==> config.mk <==
export PLATFORM = sky130hd
export DESIGN_NAME = rpsc_interlock_seq
export DESIGN_NICKNAME = d
export VERILOG_FILES = /design/src/rtl/rpsc_interlock_seq.sv
export SDC_FILE = /design/constraint.sdc
export NUM_CORES = 1
export LEC_CHECK = 0
export BUFFER_PORTS_ARGS = -buffer_cell sky130_fd_sc_hd__buf_4
export CAP_MARGIN = 20
export CORE_ASPECT_RATIO = 1.4
export CORE_UTILIZATION = 53
export DETAILED_ROUTE_END_ITERATION = 10
export PLACE_DENSITY = 0.76
export SYNTH_ARGS = -nofsm -noshare
export SYNTH_HDL_FRONTEND = slang
export SYNTH_SLANG_ARGS = --single-unit
==> constraint.sdc <==
create_clock -name clk -period 2.3 [get_ports clk]
set_input_delay 0.46 -clock clk [delete_from_list [all_inputs] [get_ports clk]]
set_output_delay 0.46 -clock clk [all_outputs]
set_load 0.01 [all_outputs]
==> src/rtl/rpsc_interlock_seq.sv <==
// Interlock/sequencer for the RF power-supply chain: synchronised, debounced inputs
// feeding an IDLE/READY/RAMP/ON/TRIP permit machine with first-fault capture.
module rpsc_interlock_seq #(
  parameter int N_ALARM    = 8,
  parameter int FILT_CNT   = 3,
  parameter int FILT_W     = 4,
  parameter int TMR_TARGET = 1562500,
  parameter int TMR_W      = 21,
  parameter int LATCH_MODE = 1
) (
  input  logic                         clk,
  input  logic                         reset,
  input  logic [N_ALARM-1:0]           alarm_in,
  input  logic [N_ALARM-1:0]           alarm_mask,
  input  logic                         inhibit_in,
  input  logic                         ps_act_in,
  input  logic                         u_low_in,
  input  logic                         clear_in,
  output logic                         not_alarm,
  output logic                         ground_hold_ok,
  output logic                         not_on_perm,
  output logic                         not_ps_on,
  output logic                         ps_ok,
  output logic                         not_ps_ok,
  output logic                         not_u_low,
  output logic [N_ALARM-1:0]           first_fault,
  output logic [$clog2(N_ALARM)-1:0]   fault_code,
  output logic [7:0]                   trip_count,
  output logic [2:0]                   state
);

  localparam int NIN     = N_ALARM + 3;
  localparam int FC_W    = $clog2(N_ALARM);
  localparam int IDX_INH = N_ALARM;
  localparam int IDX_PS  = N_ALARM + 1;
  localparam int IDX_UL  = N_ALARM + 2;
  localparam logic [FILT_W-1:0] FILT_LAST = FILT_W'(FILT_CNT - 1);
  localparam logic [TMR_W-1:0]  TMR_LAST  = TMR_W'(TMR_TARGET - 1);

  typedef enum logic [2:0] {
    S_IDLE  = 3'd0,
    S_READY = 3'd1,
    S_RAMP  = 3'd2,
    S_ON    = 3'd3,
    S_TRIP  = 3'd4
  } state_t;

  function automatic logic [N_ALARM-1:0] lowest_bit(input logic [N_ALARM-1:0] v);
    return v & (~v + N_ALARM'(1));
  endfunction

  function automatic logic [FC_W-1:0] onehot_index(input logic [N_ALARM-1:0] oh);
    logic [FC_W-1:0] idx;
    idx = '0;
    for (int i = 0; i < N_ALARM; i++)
      if (oh[i]) idx = FC_W'(i);
    return idx;
  endfunction

  logic [NIN-1:0]    raw, sync_p0, sync_p1, filt;
  logic [FILT_W-1:0] fcnt [NIN];
  state_t            st_q, st_d;
  logic [TMR_W-1:0]  tmr_q, tmr_d;
  logic [N_ALARM-1:0] alarm_act;
  logic              alarm_any, inh_f, ps_f, ul_f, trip_release, trip_entry, trip_exit;

  assign raw = {u_low_in, ps_act_in, inhibit_in, alarm_in};

  // Stage p0/p1: two-flop synchroniser on every raw line
  always_ff @(posedge clk or negedge reset) begin
    if (!reset) begin
      sync_p0 <= '0;
      sync_p1 <= '0;
    end else begin
      sync_p0 <= raw;
      sync_p1 <= sync_p0;
    end
  end

  // Debounce: filt flips only after FILT_CNT consecutive disagreeing samples
  always_ff @(posedge clk or negedge reset) begin
    if (!reset) begin
      filt <= '0;
      for (int i = 0; i < NIN; i++) fcnt[i] <= '0;
    end else begin
      for (int i = 0; i < NIN; i++) begin
        if (sync_p1[i] == filt[i]) begin
          fcnt[i] <= '0;
        end else if (fcnt[i] == FILT_LAST) begin
          filt[i] <= ~filt[i];
          fcnt[i] <= '0;
        end else begin
          fcnt[i] <= fcnt[i] + FILT_W'(1);
        end
      end
    end
  end

  assign alarm_act    = filt[N_ALARM-1:0] & alarm_mask;
  assign alarm_any    = |alarm_act;
  assign inh_f        = filt[IDX_INH];
  assign ps_f         = filt[IDX_PS];
  assign ul_f         = filt[IDX_UL];
  assign trip_release = (LATCH_MODE != 0) ? (clear_in & ~alarm_any) : ~alarm_any;

  always_ff @(posedge clk or negedge reset) begin
    if (!reset) begin
      st_q  <= S_IDLE;
      tmr_q <= '0;
    end else begin
      st_q  <= st_d;
      tmr_q <= tmr_d;
    end
  end

  // Priority: alarm > inhibit > ps_act drop > ramp timer expiry
  always_comb begin
    st_d = st_q;
    case (st_q)
      S_IDLE: begin
        if (alarm_any)   st_d = S_TRIP;
        else if (!inh_f) st_d = S_READY;
      end
      S_READY, S_RAMP, S_ON: begin
        if (alarm_any)                               st_d = S_TRIP;
        else if (inh_f)                              st_d = S_IDLE;
        else if (st_q == S_READY) begin
          if (ps_f)                                  st_d = S_RAMP;
        end
        else if (!ps_f)                              st_d = S_READY;
        else if (st_q == S_RAMP && tmr_q == TMR_LAST) st_d = S_ON;
      end
      S_TRIP: begin
        if (trip_release) st_d = S_IDLE;
      end
      default: st_d = S_IDLE;
    endcase
    tmr_d = (st_q == S_RAMP && st_d == S_RAMP) ? tmr_q + TMR_W'(1) : '0;
  end

  assign trip_entry = (st_d == S_TRIP) && (st_q != S_TRIP);
  assign trip_exit  = (st_q == S_TRIP) && (st_d != S_TRIP);

  always_ff @(posedge clk or negedge reset) begin
    if (!reset) begin
      first_fault <= '0;
      fault_code  <= '0;
      trip_count  <= '0;
    end else if (trip_entry) begin
      first_fault <= lowest_bit(alarm_act);
      fault_code  <= onehot_index(lowest_bit(alarm_act));
      if (trip_count != 8'hFF) trip_count <= trip_count + 8'd1;
    end else if (trip_exit && LATCH_MODE != 0) begin
      first_fault <= '0;
      fault_code  <= '0;
    end
  end

  always_comb begin
    ground_hold_ok = (st_q == S_READY) || (st_q == S_RAMP) || (st_q == S_ON);
    not_on_perm    = ~ground_hold_ok;
    ps_ok          = (st_q == S_ON);
    not_ps_ok      = ~ps_ok;
    not_alarm      = ~alarm_any;
    not_ps_on      = ~ps_f;
    not_u_low      = ~(ps_ok & ul_f);
    state          = st_q;
  end

endmodule

==> results.txt <==
Antenna cell count = 0
Avg Inst Size Synth = 11.3 µm²
Worst setup path class = flop to flop
Hold WS = 0.0298 ns
Yosys top cell by area = dfrtp_1
Ys async rst share = 1.00
Largest net degree at the start of global routing = 52
Share of cells above drive strength 1 = 0.224
Root Buffer = clkbuf_16
Die X = 85.1 µm
Most common cell in the netlist = dfrtp_1
Final Hold Viols = 0
Worst-Margin Slew = 0.511 ns
Die Ht = 118 µm
All-Layer GR Usage = 0.227
Router iterations before antenna repair = 4
DRT iter0 DRCs = 164
Leading cell types by count after synthesis = dfrtp_1, nor2_1, nand2_1
Initial core utilization = 0.545
Post-DP HPWL = 7230 µm
# fillers = 686
Crit start category = flop
Later-pin clock latency in the skew report = 0.40 ns
Max Buffers Root-to-Sink = 2
Pwr/cell area = 1130 mW/mm²
Max FO, Critical Path = 3
Main flop type after synthesis = dfrtp_1
Core area = 0.00941 mm²
Grt ovf = 0
Sequential cell area = 0.00300 mm²
Area grow syn2layout = 25.3%
Mapped Area = 0.00512 mm²
Post-synth EDFFs = 0
# IOs = 51
RSZ-0062 raised after global routing = no
Distinct cells, synth = 40
H-tree depth = 4
Reg clk slew, reported paths = 0.05 ns
CP Capture Type = flop
CTS tree = yes
Vias in the first global route = 3833
Final net count = 592
Cells after Synth = 455
Worst IR drop on VDD = 675 µV
Placed instance area = 0.00579 mm²
Area share of the largest cell type after synthesis = 0.586
Routed len/inst = 15.4 µm
Worst slew margin = 0.659
Ys Warns = 0
Crit path arrival time = 2.52 ns
Core Rows = 42
Final WL = 10300 µm
Num CTS Buffers = 17
DR vias = 3564
Fin crit share = 0.948
Max-Cap Viols = 0
Yosys reg bits = 120
GPL Wtd Cong = 0.922
Post-Syn Nets = 502
Crit path time final = 2.18 ns
Drt via density = 5.34
Main area contributors after synthesis = dfrtp_1, nor2_1, ha_1, xor2_1, xnor2_1
Die area = 0.0101 mm²
Initial antenna violation count = 0
Detail Route Antenna Nets = 0
Sequential share of the synthesized area = 0.586
Skew final = 0.00664 ns
Critical path required time = 2.64 ns
F_max = 459 MHz
Max-slew violations = 0
Pleak = 3.06 nW
CTS sink cnt = 120
Final instance area = 0.00642 mm²
# DRC = 0
Final setup viols = 0
I/O Buffers = 50
CTS Hold Buffers Added = 0
Status = finished clean
Hold WC Path Type = input pin to asynchronous set/reset pin
Global-route wire length before repair = 17300 µm
Multi-input logic area = 0.00203 mm²
==> state kept, by name, indices dropped and copies added, names as in the netlist <==
signal and flops:
fcnt 44, sync_p1 11, tmr_q 21, first_fault 8, state 3, sync_p0 11
filt 11, trip_count 8, fault_code 3
==> per-stage QoR <==
stage	utilization	total power, W	instances	TNS, ns	setup WS [ns]
CTS	0.679	0.00730	666	0	0.0542
detailed placement	0.616	0.00464	634	-0.201	-0.0597
global placement	0.616	0.00455	634	0	0.0307
floorplan	-	0.00388	455	0	0.0194
finish	0.682	0.00727	668	0	0.120
global route	0.682	0.00767	668	0	0.00831
==> logic make-up after synthesis <==
logic type / share of synthesized area
compound gates: 0.0361
xor+xnor: 0.0991
fa+ha+maj: 0.0611
buf+inv: 0.0212
flops: 0.586
mux: 0.0286
simple gates: 0.168
==> where the power goes <==
group          switching (W)  internal (W)  leakage [nW]  total, W
Combinational       0.000908      0.000825          1.22   0.00173
Clock               0.000879       0.00174         0.283   0.00262
Sequential          0.000396       0.00252          1.56   0.00292
==> layout by cell type (no fill, tap or decap), types with 2 or more instances in the layout <==
cell type   netlist  layout
a32o_1            2       2
nand2_1          50      50
clkbuf_1          1       4
o21ai_0           4       4
nand4_1           7       7
nand3_1          20      20
xor2_1           32      32
xnor2_1          26      26
a31oi_1           3       3
and4_1            2       2
dfrtp_1         120     120
clkbuf_16         0      17
o21a_1            2       2
a22o_1            3       3
bufinv_16         0       2
a21oi_1           3       3
nor3_1            4       4
mux2_2           13      13
nor4_1            6       6
buf_4             0      73
clkinvlp_4        0       3
inv_1            22      22
clkbuf_8          0       5
ha_1             25      25
and3_1            3       3
nand2b_1          2       2
a22oi_2           1       3
nor2_1           84      84
==> layout make-up <==
type                    instances  area share
multi-input cells             310       0.316
clock buffers                  26      0.0794
flip-flops and latches        120       0.468
clock inverters                 6      0.0136
well taps                     110      0.0214
repair buffers                 74      0.0885
inverters                      22      0.0129
==> repair_timing <==
item / in CTS / in global routing
setup buffers: 0 / 2
endpoints found under the setup margin: 0 / 9
resized for setup: 0 / 4
==> worst max-delay path, cell delays in order, from the launching register on <==
cell and delay, ns:
dfrtp_1 0.41, a22oi_2 0.23, and4_1 0.27, o21ai_0 0.15, o21a_1 0.15, ha_1 0.34, nor3b_2 0.20, buf_4 0.15
nand4_1 0.12, nand3_1 0.10
==> worst paths after layout <==
kind	from	endpoint	slack, ns	depth (start not counted)
hold reg to reg	sync_p0[3]	sync_p1[3]	0.35	0
setup reg to reg	filt[6]	fault_code[0]	0.12	9
hold / removal	reset	fault_code[2]	0.03	1
max in group asynchronous	reset	sync_p0[0]	1.59	2
min in group clk	alarm_in[7]	sync_p0[7]	0.16	1
setup / recovery	filt[6]	fault_code[0]	0.12	9
==> per-layer routing <==
metal  track usage  part of all wire
met3        0.0656             0.044
met2         0.400              0.53
met1         0.251              0.40
met4        0.0996             0.023
met5             0                 0
Power figures use the tool's default switching activity.
